`src/rtl/seq_rev_shifter_pkg.sv`:
```
// Shared opcodes, FSM state encoding and default widths for the multi-cycle
// reverse-direction shifter (SRL / SLA / ROL).
package seq_rev_shifter_pkg;
  localparam int WIDTH   = 16;
  localparam int SHAMT_W = 4;

  localparam logic [1:0] OP_SRL = 2'b00;
  localparam logic [1:0] OP_SLA = 2'b01;
  localparam logic [1:0] OP_ROL = 2'b10;

  typedef enum logic [1:0] {
    ST_IDLE  = 2'd0,
    ST_SHIFT = 2'd1,
    ST_DONE  = 2'd2
  } state_t;

  // Opcode[1] selects rotate regardless of bit 0; otherwise bit 0 selects SLA.
  function automatic logic is_sla(input logic [1:0] op);
    return !op[1] && op[0];
  endfunction
endpackage

```
`src/rtl/seq_rev_shifter_if.sv`:
```
// Request/response handshake bundle for seq_rev_shifter.
interface seq_rev_shifter_if #(
  parameter int WIDTH   = 16,
  parameter int SHAMT_W = 4
) ();
  logic               in_valid;
  logic               in_ready;
  logic [WIDTH-1:0]   Shift_In;
  logic [SHAMT_W-1:0] Shift_Val;
  logic [1:0]         Opcode;
  logic               out_valid;
  logic               out_ready;
  logic [WIDTH-1:0]   Shift_Out;
  logic               Z;
  logic               V;

  modport master (
    output in_valid, Shift_In, Shift_Val, Opcode, out_ready,
    input  in_ready, out_valid, Shift_Out, Z, V
  );

  modport slave (
    input  in_valid, Shift_In, Shift_Val, Opcode, out_ready,
    output in_ready, out_valid, Shift_Out, Z, V
  );
endinterface

```
`src/rtl/seq_rev_shifter_shift_step.sv`:
```
// One SHIFT-cycle step: shifts data by k (0..BITS_PER_CYCLE) through a
// binary-weighted mux chain and reports SLA overflow for the bits leaving.
module shift_step
  import seq_rev_shifter_pkg::*;
#(
  parameter int WIDTH = 16,
  parameter int KW    = 1
) (
  input  logic [WIDTH-1:0] data,
  input  logic [KW-1:0]    k,
  input  logic [1:0]       op,
  output logic [WIDTH-1:0] next_data,
  output logic             v_step
);
  logic [KW:0][WIDTH-1:0] stg;

  assign stg[0] = data;

  for (genvar b = 0; b < KW; b++) begin : g_stage
    localparam int S = 1 << b;
    logic [WIDTH-1:0] sh;
    always_comb begin
      if (op[1])      sh = (stg[b] << S) | (stg[b] >> (WIDTH - S));
      else if (op[0]) sh = stg[b] << S;
      else            sh = stg[b] >> S;
    end
    assign stg[b+1] = k[b] ? sh : stg[b];
  end

  assign next_data = stg[KW];

  // Top k+1 bits must all match the sign; bit WIDTH-1 trivially matches itself.
  always_comb begin
    v_step = 1'b0;
    if (is_sla(op)) begin
      for (int i = 0; i < WIDTH; i++) begin
        if (i >= WIDTH - 1 - int'(k) && data[i] != data[WIDTH-1]) v_step = 1'b1;
      end
    end
  end
endmodule

```
`src/rtl/seq_rev_shifter.sv`:
```
// Multi-cycle SRL/SLA/ROL unit, BITS_PER_CYCLE bits per SHIFT cycle.
// Optional SEQ_REV_SHIFTER_FLUSH_EN adds a flush input that aborts to IDLE.
module seq_rev_shifter
  import seq_rev_shifter_pkg::*;
#(
  parameter int WIDTH          = seq_rev_shifter_pkg::WIDTH,
  parameter int SHAMT_W        = seq_rev_shifter_pkg::SHAMT_W,
  parameter int BITS_PER_CYCLE = 1
) (
  input  logic clk,
  input  logic rst,
`ifdef SEQ_REV_SHIFTER_FLUSH_EN
  input  logic flush,
`endif
  seq_rev_shifter_if.slave bus
);
  localparam int KW = $clog2(BITS_PER_CYCLE) + 1;

  state_t             state;
  logic [WIDTH-1:0]   data_q, res_q, step_data;
  logic [SHAMT_W-1:0] rem_q, rem_nxt;
  logic [1:0]         op_q;
  logic               v_acc, v_out_q, step_v;
  logic               in_ready_q, out_valid_q;
  logic [KW-1:0]      k;

  always_comb begin
    if (int'(rem_q) > BITS_PER_CYCLE) k = KW'(BITS_PER_CYCLE);
    else                              k = KW'(rem_q);
  end

  assign rem_nxt = rem_q - SHAMT_W'(k);

  shift_step #(.WIDTH(WIDTH), .KW(KW)) u_step (
    .data      (data_q),
    .k         (k),
    .op        (op_q),
    .next_data (step_data),
    .v_step    (step_v)
  );

  always_ff @(posedge clk) begin
    if (rst) begin
      state       <= ST_IDLE;
      in_ready_q  <= 1'b1;
      out_valid_q <= 1'b0;
      data_q      <= '0;
      res_q       <= '0;
      rem_q       <= '0;
      op_q        <= OP_SRL;
      v_acc       <= 1'b0;
      v_out_q     <= 1'b0;
    end
`ifdef SEQ_REV_SHIFTER_FLUSH_EN
    else if (flush) begin
      // Result registers keep their last delivered value; only the op is dropped.
      state       <= ST_IDLE;
      in_ready_q  <= 1'b1;
      out_valid_q <= 1'b0;
      rem_q       <= '0;
    end
`endif
    else begin
      case (state)
        ST_IDLE: begin
          if (bus.in_valid) begin
            data_q     <= bus.Shift_In;
            op_q       <= bus.Opcode;
            rem_q      <= bus.Shift_Val;
            v_acc      <= 1'b0;
            in_ready_q <= 1'b0;
            if (bus.Shift_Val == '0) begin
              state       <= ST_DONE;
              out_valid_q <= 1'b1;
              res_q       <= bus.Shift_In;
              v_out_q     <= 1'b0;
            end else begin
              state <= ST_SHIFT;
            end
          end
        end
        ST_SHIFT: begin
          data_q <= step_data;
          rem_q  <= rem_nxt;
          v_acc  <= v_acc | step_v;
          if (rem_nxt == '0) begin
            state       <= ST_DONE;
            out_valid_q <= 1'b1;
            res_q       <= step_data;
            v_out_q     <= v_acc | step_v;
          end
        end
        ST_DONE: begin
          if (bus.out_ready) begin
            state       <= ST_IDLE;
            out_valid_q <= 1'b0;
            in_ready_q  <= 1'b1;
          end
        end
        default: begin
          state       <= ST_IDLE;
          in_ready_q  <= 1'b1;
          out_valid_q <= 1'b0;
        end
      endcase
    end
  end

  assign bus.in_ready  = in_ready_q;
  assign bus.out_valid = out_valid_q;
  assign bus.Shift_Out = res_q;
  assign bus.V         = v_out_q;
  assign bus.Z         = (res_q == '0);
endmodule

```
`src/flat_wrapper.sv`:
```
// flat-port wrapper written by rule: the top's interface ports become plain ports
module seq_rev_shifter_flat import seq_rev_shifter_pkg::*;
#(
  parameter int WIDTH          = seq_rev_shifter_pkg::WIDTH,
  parameter int SHAMT_W        = seq_rev_shifter_pkg::SHAMT_W,
  parameter int BITS_PER_CYCLE = 1
)
  (clk, rst, bus_in_valid, bus_Shift_In, bus_Shift_Val, bus_Opcode, bus_out_ready, bus_in_ready, bus_out_valid, bus_Shift_Out, bus_Z, bus_V);
  seq_rev_shifter_if #(.WIDTH(WIDTH), .SHAMT_W(SHAMT_W)) bus_i ();
  input  logic clk;
  input  logic rst;
  input wire logic [$bits(bus_i.in_valid)-1:0] bus_in_valid;
  input wire logic [$bits(bus_i.Shift_In)-1:0] bus_Shift_In;
  input wire logic [$bits(bus_i.Shift_Val)-1:0] bus_Shift_Val;
  input wire logic [$bits(bus_i.Opcode)-1:0] bus_Opcode;
  input wire logic [$bits(bus_i.out_ready)-1:0] bus_out_ready;
  output wire logic [$bits(bus_i.in_ready)-1:0] bus_in_ready;
  output wire logic [$bits(bus_i.out_valid)-1:0] bus_out_valid;
  output wire logic [$bits(bus_i.Shift_Out)-1:0] bus_Shift_Out;
  output wire logic [$bits(bus_i.Z)-1:0] bus_Z;
  output wire logic [$bits(bus_i.V)-1:0] bus_V;
  assign bus_i.in_valid = bus_in_valid;
  assign bus_i.Shift_In = bus_Shift_In;
  assign bus_i.Shift_Val = bus_Shift_Val;
  assign bus_i.Opcode = bus_Opcode;
  assign bus_i.out_ready = bus_out_ready;
  assign bus_in_ready = bus_i.in_ready;
  assign bus_out_valid = bus_i.out_valid;
  assign bus_Shift_Out = bus_i.Shift_Out;
  assign bus_Z = bus_i.Z;
  assign bus_V = bus_i.V;
  seq_rev_shifter #(.WIDTH(WIDTH), .SHAMT_W(SHAMT_W), .BITS_PER_CYCLE(BITS_PER_CYCLE)) u_core (.clk(clk), .rst(rst), .bus(bus_i));
endmodule
```
`config.mk`:
```
export PLATFORM = sky130hd
export DESIGN_NAME = seq_rev_shifter_flat
export DESIGN_NICKNAME = d
export VERILOG_FILES = /design/src/rtl/seq_rev_shifter_pkg.sv /design/src/rtl/seq_rev_shifter_if.sv /design/src/rtl/seq_rev_shifter_shift_step.sv /design/src/rtl/seq_rev_shifter.sv /design/src/flat_wrapper.sv
export SDC_FILE = /design/constraint.sdc
export NUM_CORES = 1
export LEC_CHECK = 0
export ABC_AREA = 1
export CORE_UTILIZATION = 52
export CTS_CLUSTER_SIZE = 24
export DETAILED_ROUTE_END_ITERATION = 12
export GPL_TIMING_DRIVEN = 0
export PLACE_DENSITY = 0.78
export RECOVER_POWER = 25
export SYNTH_ARGS = -nofsm -noshare
export SYNTH_HDL_FRONTEND = slang
export SYNTH_SLANG_ARGS = --single-unit
```
`constraint.sdc`:
```
create_clock -name clk -period 2.36 [get_ports clk]
set_input_delay 0.236 -clock clk [delete_from_list [all_inputs] [get_ports clk]]
set_output_delay 0.236 -clock clk [all_outputs]
set_load 0.01 [all_outputs]
```
# Yosys cells after proc, flatten, opt, wreduce, memory -nomap -nowiden
# Cells that the tools add are included.
# op_classes
n_mux	46
eq_ne	21
bitwise	3
div_mod_pow	0
add_sub_neg	2
reduce_logical	28
shift	0
mul	0
magnitude_cmp	16
# op_table
operator	count
$ge 5x32->1 const A	7
$ge 4x32->1 const A	4
$mux 16	7
$ge 3x32->1 const A	2
$pmux 16 s2	2
$ge 1x32->1 const A	1
$ge 2x32->1 const A	1
$mux 1	26
$logic_and 1x1->1	16
$logic_not 16->1	1
$or 16x1->16	1
$ne 1x1->1	15
$logic_not 4->1	2
$mux 2	4
$pmux 4 s2	1
$reduce_and 4->1	2
$pmux 1 s3	2
$pmux 2 s3	1
$reduce_and 3->1	2
$sub 4x1->5 const A	1
$gt 4x1->1 const B	1
$mux 4	1
$ne 2x1->1 const B	2
$ne 2x2->1 const B	2
10 further kinds	12
# word_totals
in_bits	26
word_cells	125
mem_count	0
latchBits	0
rom_bits	0
regBits	44
ram_bits	0
out_inout_bits	20

# Longest topological paths before layout
# Gate-level depths: netlist of the first run.
# logic_depth
word_depth	24
ltp_mapped	16

# Hierarchy
# From an unflattened synthesis of the first run, not the netlist that was laid out.
# unflattened
hier_cells	407
area_unflattened_um2	2590.0
# modules_own_cells
module	instances	area_each_um2	seq_area_each_um2	cells_per_inst
seq_rev_shifter	1	2122.0	880.8	301
shift_step	1	467.9	0.0	106

# Least setup slack after synthesis of the first run
# Ideal clock, no wire load.
# synth_timing
kind	flip-flop to flip-flop
startpoint	register u_core.rem_q[2]
endpoint	register u_core.res_q[10], in the netlist u_core.bus.Shift_Out[10]
t_arrival_ps	1555
period_less_slack_ps	1667
setup_slack_ps	693
setup_ps	113
t_required_ps	2247
n_path_buf	1
path_stages_with_launch	14
path_cell_list	dfxtp_1 nor2_1 nand2_1 nand2_1 inv_1 ha_1 inv_1 nor2_1 nand3_1 nand2_1 nand2_4 buf_4 nor2_1 nor2_1
# synth_via
elab_chain_cells	6
elab_cells_between_ends	9
cone_classes	1 x add/sub; 1 x order compare; 1 x eq/ne; 4 x mux; 2 x reduce/logical
# synth_lines
element	line	text
start: declaration	seq_rev_shifter.sv:21	logic [SHAMT_W-1:0] rem_q, rem_nxt;
start signal: assignment	seq_rev_shifter.sv:69	rem_q <= bus.Shift_Val;
start signal: assignment	seq_rev_shifter.sv:84	rem_q <= rem_nxt;
$gt 4x1->1	seq_rev_shifter.sv:28	if (int'(rem_q) > BITS_PER_CYCLE) k = KW'(BITS_PER_CYCLE);
$mux 1	seq_rev_shifter.sv:28	
$sub 4x1->4	seq_rev_shifter.sv:32	assign rem_nxt = rem_q - SHAMT_W'(k);
$logic_not 4->1	seq_rev_shifter.sv:86	if (rem_nxt == '0) begin
$ne 2x1->1 (no source line)	n/a	
$reduce_and 4->1 (no source line)	n/a	
end signal: assignment	seq_rev_shifter.sv:75	res_q <= bus.Shift_In;
end signal: assignment	seq_rev_shifter.sv:89	res_q <= step_data;
end: declaration	seq_rev_shifter.sv:20	logic [WIDTH-1:0] data_q, res_q, step_data;
# Several ways; a longest one is shown, not always the timed one. The select of a mux whose other input is x is not followed.
# A chain may end at the register's enable or synchronous reset.

# Final worst setup path of the first run
# layout_timing
startpoint	register u_core.rem_q[2]
endpoint	register u_core.v_out_q, in the netlist u_core.bus.V
# layout_via
elab_chain_cells	24
elab_cells_between_ends	56
cone_classes	2 x add/sub; 16 x order compare; 1 x eq/ne; 19 x mux; 1 x bitwise; 17 x reduce/logical
# layout_lines
element	line	text
$gt 4x1->1	seq_rev_shifter.sv:28	
$mux 1	seq_rev_shifter.sv:28	
$sub 4x1->5	n/a	
$ge 1x32->1	seq_rev_shifter_shift_step.sv:37	if (i >= WIDTH - 1 - int'(k) && data[i] != data[WIDTH-1]) v_step = 1'b1;
$logic_and 1x1->1	seq_rev_shifter_shift_step.sv:37	
$mux 1 (15 in a row)	seq_rev_shifter_shift_step.sv:37	
$mux 1	seq_rev_shifter_shift_step.sv:35	if (is_sla(op)) begin
$or 1x1->1	seq_rev_shifter.sv:90	v_out_q <= v_acc | step_v;
$mux 1	seq_rev_shifter.sv:86	
$pmux 1 s2	seq_rev_shifter.sv:64	case (state)
end signal: assignment	seq_rev_shifter.sv:90	
end: declaration	seq_rev_shifter.sv:23	logic v_acc, v_out_q, step_v;
# Several ways; a longest one is shown, not always the timed one. The select of a mux whose other input is x is not followed.

==> results of run 1 <==
## sequential cells by signal, indices dropped and copies added, names as in the netlist
register              cells
u_core.bus.in_ready       1
u_core.state              2
u_core.op_q               2
u_core.bus.Shift_Out     16
u_core.v_acc              1
u_core.bus.V              1
u_core.data_q            16
u_core.bus.out_valid      1
u_core.rem_q              4
## area by class of cell
type,count,area (um2)
fillers,426,1390
inverters,69,259
well taps,52,65.1
flip-flops and latches,44,881
multi-input cells,263,1220
clock buffers,7,96.3
repair buffers,45,450
plain buffers,20,119
## worst max-delay path, cell delays in order, from the launching register on
cell and delay [ns]:
dfxtp_1 0.35, nor2_1 0.13, nand2_1 0.06, nand2_1 0.08, inv_1 0.06, ha_1 0.29, inv_1 0.04, nor2_1 0.09
nand3_1 0.09, nand2_1 0.16, nand2_4 0.10, buf_4 0.18, nor2_1 0.13, nor2_1 0.07
## metrics by stage
| step | setup slack, ns | cell area, um2 | hold WS (ns) | instances | utilization |
|---|---|---|---|---|---|
| final | 0.416 | 3090 | 0.454 | 500 | 0.690 |
| after global routing | 0.172 | 3090 | 0.493 | 500 | 0.690 |
| after floorplan | 0.693 | 2480 | 0.371 | 396 | - |
| after global placement | 0.469 | 3000 | 0.436 | 493 | 0.670 |
| after detailed placement | 0.453 | 3000 | 0.443 | 493 | 0.670 |
| after CTS | 0.428 | 3090 | 0.457 | 500 | 0.692 |
## Yosys cell counts
master	instances	area, um2
nor2_4	1	11.3
nand3b_1	1	7.51
a21oi_1	27	135
dfxtp_1	44	881
o22ai_1	2	12.5
nand3_1	23	115
nor2_1	43	161
clkbuf_1	5	18.8
nand2_1	112	420
buf_2	7	35.0
o21ai_1	2	10.0
nor2_2	1	6.26
buf_4	5	37.5
o211ai_1	15	113
nor4_1	1	6.26
nand4_1	4	25.0
o21ai_0	24	120
nand2_4	3	33.8
nor3_1	1	5.00
a21oi_4	1	16.3
ha_1	1	12.5
buf_6	3	33.8
inv_1	69	259
or2_2	1	6.26
## logic make-up after synthesis
kind of cell | count (synthesis)
buffers and inverters | 89
AOI/OAI and AO/OA | 71
and+or+nand+nor | 191
DFF | 44
adders and majority gates | 1
## layout by cell type, fill, tap and decap left out, drive strengths merged
| master | count |
|---|---|
| a21oi | 28 |
| buf | 12 |
| clkbuf | 15 |
| clkdlybuf4s50 | 32 |
| dfxtp | 44 |
| dlygate4sd3 | 13 |
| ha | 1 |
| inv | 69 |
| nand2 | 115 |
| nand3 | 23 |
| nand3b | 1 |
| nand4 | 4 |
| nor2 | 45 |
| nor3 | 1 |
| nor4 | 1 |
| o211ai | 15 |
| o21ai | 26 |
| o22ai | 2 |
| or2 | 1 |
## final timing paths
check	startpoint	end	cells after the start
setup / recovery	u_core.rem_q[2]	u_core.bus.V	13
hold / removal	u_core.bus.out_valid	u_core.bus.out_valid	2
setup reg to reg	u_core.rem_q[2]	u_core.bus.V	13
hold reg to reg	u_core.bus.out_valid	u_core.bus.out_valid	2
## power by group
group	total, W	switching, W	internal, W
clock network	0.000514	0.000253	0.000261
registers	0.00122	0.000185	0.00103
logic	0.00236	0.00141	0.000949
total	0.00409	0.00184	0.00224
## routing by layer
layer	routed length, um	part of all wire
met5	0	0
met4	59	0.0094
met3	411	0.065
met2	2770	0.44
met1	3060	0.49
==> flow_summary.ini, run 1 <==
[synth]
synth_fa_ha_area_frac = 0.00504
synth_top_family_by_area = simple AND/OR/NAND/NOR gates
synth_xor_area_frac = 0
yosys_warnings = 0
yosys.area_share.simple = 0.322
muxShareOfSynthArea = 0
synth.distinct_cells = 24
ys_ff_latch = 44
synth_compound_area_frac = 0.164
synthCells = 396
synth_area_um2 = 2480
avgSynthCellArea_um2 = 6.27
synth_fp_nets = 423
ys_seq_area_frac = 0.355

[global_routing]
grt_max_degree = 13
gr-usage-met2 = 0.418
first_global_vias = 2303
grt_use_met3 = 0.0456
busiest_layer = met2
grt_pass1_wl_um = 10600
grt_use_met1 = 0.382
grtUsageTotal = 0.266
grt_overflow_total = 0
antenna_found_initial = 0

[route]
vias = 2596
vias_per_cell = 5.19
drtIter0Drc = 281
drcViolationCount = 3
drt-total-wl_um = 6300
wl_per_cell_um = 12.6
dr.pass1.iters = 9
detail-route-antenna-nets = 0

[clock_tree]
cts_root_buf = clkbuf_8
clock_sinks = 44
clkLatencyLatePin_ns = 0.30
holdBufCountCts = 0
cts_resized = 0
cts.path.max_buffers = 2
htreeDepth = 2
cts_tree = yes
cts.clk_slew.worst_paths_ns = 0.08
postCtsSetupBuffers = 0
numCtsBuffers = 5

[critical_path]
worstPathArrival_ns = 2.13
crit_type = flip-flop to flip-flop
crit_fanout = 10
required_ns = 2.55
regToRegSetupSlack_ns = 0.42
startpoint_type = flip-flop
worst_setup_path_end_kind = flip-flop

[sta]
grt_setup_unrepaired = no
fin_skew_ns = 0.00646
tightest_slew_ns = 0.501
fmax_mhz = 514
period_needed_ns = 1.94
slew_viol_final = 0
setup_tns_ns = 0
slew_headroom = 0.666
hold_violations = 0
post-route-period-util = 0.824
setup_viol = 0

[power_and_ir_drop]
power_density_nw_per_um2 = 1320
vdd_drop_max_mv = 0.829
p_leak_nw = 1.57
power_w = 0.00409

[final_layout]
fin_nets = 475
syn2layout_area_growth_pct = 24.4
layout-drive-gt1-share = 0.0580
diodes = 0

[flow_run]
cap_viol_max_count = 0

[floorplanning]
core_area_um2 = 4470
die-area_um2 = 5050
start_util = 0.555
dieWidth_um = 71.1
rows = 24
fp.dieH_um = 71.1
pin_count = 46

[placement]
hpwl_um = 4660
gp_congestion = 0.830
io_buffers = 45

[outcome]
violations = DRC
outcome = finished with violations

[hold_path]
hold_class = flip-flop to flip-flop
Power figures use the tool's default switching activity.
==> run 2, diff against run 1 <==
Clock period 2.36 ns to 2 ns, I/O delays scaled along.
==> run 2 against run 1 <==
  * The flow still finishes with violations (DRC)
  * Clock skew is 0.0012 ns lower
  * Non-clock buffer count grew 5
  * Clock power is 18% higher
  * Sequential power is 19% higher
  * Combinational power rose by 24%
  * Count of clock-buffer cells in the layout did not move
  * Critical path depth is 9 lower
  * Wire length rose by 3.7%
  * Global-route usage did not move
==> flow_summary.ini, run 2 (synthesis results as in run 1) <==
[route]
drcViolationCount = 3
drtIter0Drc = 275
vias_per_cell = 5.24
vias = 2646
wl_per_cell_um = 12.9
drt-total-wl_um = 6530
detail-route-antenna-nets = 0
dr.pass1.iters = 9

[global_routing]
grt_max_degree = 13
grtUsageTotal = 0.266
antenna_found_initial = 0
grt_overflow_total = 0
grt_pass1_wl_um = 10600
first_global_vias = 2303

[sta]
setup_viol = 0
timing.hold.ws_ns = 0.456
worst_slack_ns = 0.113
tightest_slew_ns = 0.524
period_needed_ns = 1.89
setup_tns_ns = 0
slew_viol_final = 0
slew_headroom = 0.651
hold_violations = 0
fin_skew_ns = 0.00525
fmax_mhz = 530
post-route-period-util = 0.944

[power_and_ir_drop]
power_density_nw_per_um2 = 1580
p_leak_nw = 1.60
power_w = 0.00498
vdd_drop_max_mv = 0.962

[floorplanning]
pin_count = 46
dieWidth_um = 71.1
core_area_um2 = 4470
fp.dieH_um = 71.1
rows = 24
die-area_um2 = 5050
start_util = 0.555

[clock_tree]
numCtsBuffers = 5
cts_root_buf = clkbuf_8
clock_sinks = 44
cts.path.max_buffers = 2
cts.clk_slew.worst_paths_ns = 0.08
htreeDepth = 2
clkLatencyLatePin_ns = 0.30
cts_tree = yes

[placement]
gp_congestion = 0.830
hpwl_um = 4660
io_buffers = 45
pre_cts_ws_ns = 0.0932

[flow_run]
cap_viol_max_count = 0

[final_layout]
layout-drive-gt1-share = 0.0993
fin_nets = 480
fillers = 413
layout_common_cells = nand2_1, inv_1, dfxtp_1
layout.cells.most_common = nand2_1
diodes = 0
syn2layout_area_growth_pct = 27.4

[critical_path]
crit_fanout = 2
startpoint_type = flip-flop
worstPathArrival_ns = 1.69
required_ns = 1.80
worst_setup_path_end_kind = output port
crit_type = flip-flop to output port

[outcome]
violations = DRC
outcome = finished with violations

[hold_path]
hold_class = flip-flop to flip-flop
[run 2: changes by cell type in the layout (fill, tap and decap cells not counted), moves of 2 or more]
cell	delta
buf_2	+2
nor2_1	-5
nor2_2	+4
dfxtp_1	-3
clkbuf_1	-2
nand2_1	-2
nand2_2	+2
buf_4	+4
dfxtp_2	+2
[run 2: area by class of cell]
class | count | area, um2 | share of cell area
Multi-Input combinational cell | 263 | 1240 | 0.393
Sequential cell | 44 | 887 | 0.280
Buffer | 20 | 128 | 0.0403
Inverter | 69 | 259 | 0.0819
Tap cell | 52 | 65.1 | 0.0206
Clock buffer | 7 | 96.3 | 0.0305
Timing Repair Buffer | 50 | 485 | 0.153
[run 2: critical path, cell delays in order (launching register included)]
cell and delay, ns:
dfxtp_1 0.32, inv_1 0.07, nand4_1 0.11, nor4_1 0.29, clkdlybuf4s50_1 0.59
[run 2: path summary, 6_finish.rpt]
check,from,to,slack [ns],cells past startpoint
hold / removal,u_core.bus.out_valid,u_core.bus.out_valid,0.46,2
setup reg to reg,u_core.rem_q[2],u_core.bus.Shift_Out[0],0.13,14
setup / recovery,u_core.bus.Shift_Out[3],bus_Z,0.11,4
hold reg to reg,u_core.bus.out_valid,u_core.bus.out_valid,0.46,2
[run 2: what timing repair did]
action,CTS,global route
buffers inserted,0,4
resized for setup,0,15
hold buffers,0,0
endpoints found under the setup margin,0,17
[run 2: power breakdown]
part | leakage, nW | switching (W) | internal (W)
sequential | 0.365 | 0.000225 | 0.00123
combinational | 1.18 | 0.00172 | 0.00120
clock | 0.0503 | 0.000300 | 0.000308
total | 1.60 | 0.00225 | 0.00273
[run 2: per-stage QoR]
stage	instance area, um2	util	cells
after floorplan	2480	-	396
after global placement	3000	0.670	493
after detailed placement	3000	0.670	493
after CTS	3090	0.692	500
after global routing	3160	0.707	505
final	3160	0.707	505
[run 2: routing by layer]
metal | vias to the layer above | GRT usage | share of wire
met3 | 9 | 0.0456 | 0.058
met5 | - | 0 | 0
li1 | 1345 | - | -
met4 | 0 | 0.0622 | 0.010
met1 | 1198 | 0.382 | 0.48
met2 | 94 | 0.418 | 0.45
==> run 3, diff against run 2 <==
Settings changed: CORE_ASPECT_RATIO from default to 0.5, SKIP_LAST_GASP from default to 1.
==> run 3 against run 2 <==
  * Sequential power about the same
  * The flow now finishes without violations
  * Clock power up 33%
  * Wire length down 1.6%
==> flow_summary.ini, run 3 (synthesis results as in run 1) <==
[final_layout]
layout.cells.most_common = nand2_1
stdcell_area_um2 = 3180
fin_nets = 476
diodes = 0
layout-drive-gt1-share = 0.0757
ff_latch_area_um2 = 885
syn2layout_area_growth_pct = 28.0
multi_input_area_um2 = 1230
fillers = 385
layout_common_cells = nand2_1, inv_1, dfxtp_1

[hold_path]
hold_class = flip-flop to flip-flop
whs_path_depth = 2

[global_routing]
busiest_layer = met2
grt_use_met3 = 0.0602
first_global_vias = 2393
gr-usage-met2 = 0.448
grt_use_met1 = 0.369
grt_pass1_wl_um = 10700
antenna_found_initial = 0
grt_max_degree = 14
grtUsageTotal = 0.276
grt_overflow_total = 0

[route]
wl_per_cell_um = 12.5
vias_per_cell = 5.10
vias = 2628
dr.pass1.iters = 4
detail-route-antenna-nets = 0
drtIter0Drc = 174
drcViolationCount = 0
drt-total-wl_um = 6430

[sta]
worst_slack_ns = 0.0984
setup_viol = 0
fmax_mhz = 526
slew_viol_final = 0
fin_skew_ns = 0.00492
period_needed_ns = 1.90
timing.hold.ws_ns = 0.452
tightest_slew_ns = 0.527
post-route-period-util = 0.951
grt_setup_unrepaired = yes
slew_headroom = 0.648
hold_violations = 0

[placement]
io_buffers = 45
placed_area_um2 = 3020
hpwl_um = 4770
pre_cts_ws_ns = 0.0943
gp_congestion = 0.858

[power_and_ir_drop]
p_switching_w = 0.00225
p_seq_frac = 0.280
vdd_drop_max_mv = 0.905
power.internal_w = 0.00288
switching_share = 0.439
p_comb_frac = 0.563
power_density_nw_per_um2 = 1610
power_w = 0.00513
p_leak_nw = 1.62
clock_power_share = 0.157

[clock_tree]
holdBufCountCts = 0
clock_sinks = 44
clkLatencyLatePin_ns = 0.30
cts.clk_slew.worst_paths_ns = 0.08
cts_tree = yes
htreeDepth = 2
cts_root_buf = clkbuf_8
cts.path.max_buffers = 2
numCtsBuffers = 5

[floorplanning]
start_util = 0.553
die-area_um2 = 5070
pin_count = 46
dieWidth_um = 99.7
rows = 17
fp.dieH_um = 50.9
core_area_um2 = 4490

[critical_path]
worst_setup_path_end_kind = flip-flop
startpoint_type = flip-flop
critPathMaxStageDelay_ns = 0.37
crit_fanout = 10
worstPathArrival_ns = 2.10
crit_chain = nor2_2 > nand2_1 > nand2_2 > inv_1 > ha_1 > nand2_1 > nand2_1 > nor2_1 > nand3_1 > nand2_2 > nand2_4 > buf_6 > nor2_1 > nor2_1
regToRegSetupSlack_ns = 0.1
crit_type = flip-flop to flip-flop
reg2reg_depth = 14
slowest_stage = dfxtp_4
required_ns = 2.20

[flow_run]
cap_viol_max_count = 0

[outcome]
outcome = complete, no violations
[run 3: cell count changes in the layout (fill, tap and decap cells not counted), moves of 2 or more]
cell           before  now
buf_4               8    5
bufinv_16           0    2
clkbuf_8            7    5
dfxtp_1            41   43
dfxtp_2             2    0
dlygate4sd3_1      14   12
nor2_1             38   42
nor2_2              5    2
[run 3: routing by layer]
layer	wire length (um)	up-vias
met5	0	-
met1	3120	1202
li1	-	1340
met2	2820	78
met3	403	8
met4	85	0
[run 3: critical path, delay by kind of cell, from the launching register on]
kind | cells | cell delay, ns
flops | 1 | 0.37
fa+ha+maj | 1 | 0.20
buf+inv | 2 | 0.21
simple gates | 11 | 1.01
[run 3: path summary, 6_finish.rpt]
kind	startpoint	endpoint
worst max register to register	u_core.rem_q[2]	u_core.bus.Shift_Out[2]
worst max-delay path	u_core.rem_q[2]	u_core.bus.Shift_Out[2]
worst min-delay path	u_core.bus.out_valid	u_core.bus.out_valid
worst min register to register	u_core.bus.out_valid	u_core.bus.out_valid
[run 3: timing repair]
action | 4_1_cts | 5_1_grt
setup endpoints to repair | 0 | 18
resized for setup | 0 | 9
hold endpoints to repair | 0 | 0
buffers inserted | 0 | 1
[run 3: final cells by class]
| cell class | instances | area share |
|---|---|---|
| tap | 66 | 0.0260 |
| inverter | 69 | 0.0815 |
| clock inverter | 2 | 0.0189 |
| buffer | 20 | 0.0413 |
| sequential | 44 | 0.278 |
| multi-input combinational | 263 | 0.387 |
| clock buffer | 5 | 0.0217 |
| timing repair buffer | 46 | 0.145 |
[run 3: power groups by stage]
| stage | Combinational [W] | Sequential [W] | Clock [W] |
|---|---|---|---|
| 6_report | 0.00289 | 0.00143 | 0.000806 |
| 5_1_grt | 0.00326 | 0.00147 | 0.000844 |
| 2_1_floorplan | 0.00187 | 0.00149 | 0 |
| 4_1_cts | 0.00283 | 0.00143 | 0.000810 |
| 3_5_place_dp | 0.00281 | 0.00145 | 0 |
| 3_3_place_gp | 0.00274 | 0.00144 | 0 |
[run 3: stage by stage]
step,utilization,std cells,TNS (ns)
floorplan,-,396,0
global placement,0.672,507,0
detailed placement,0.672,507,0
CTS,0.701,514,0
global route,0.708,515,-0.816
finish,0.708,515,0
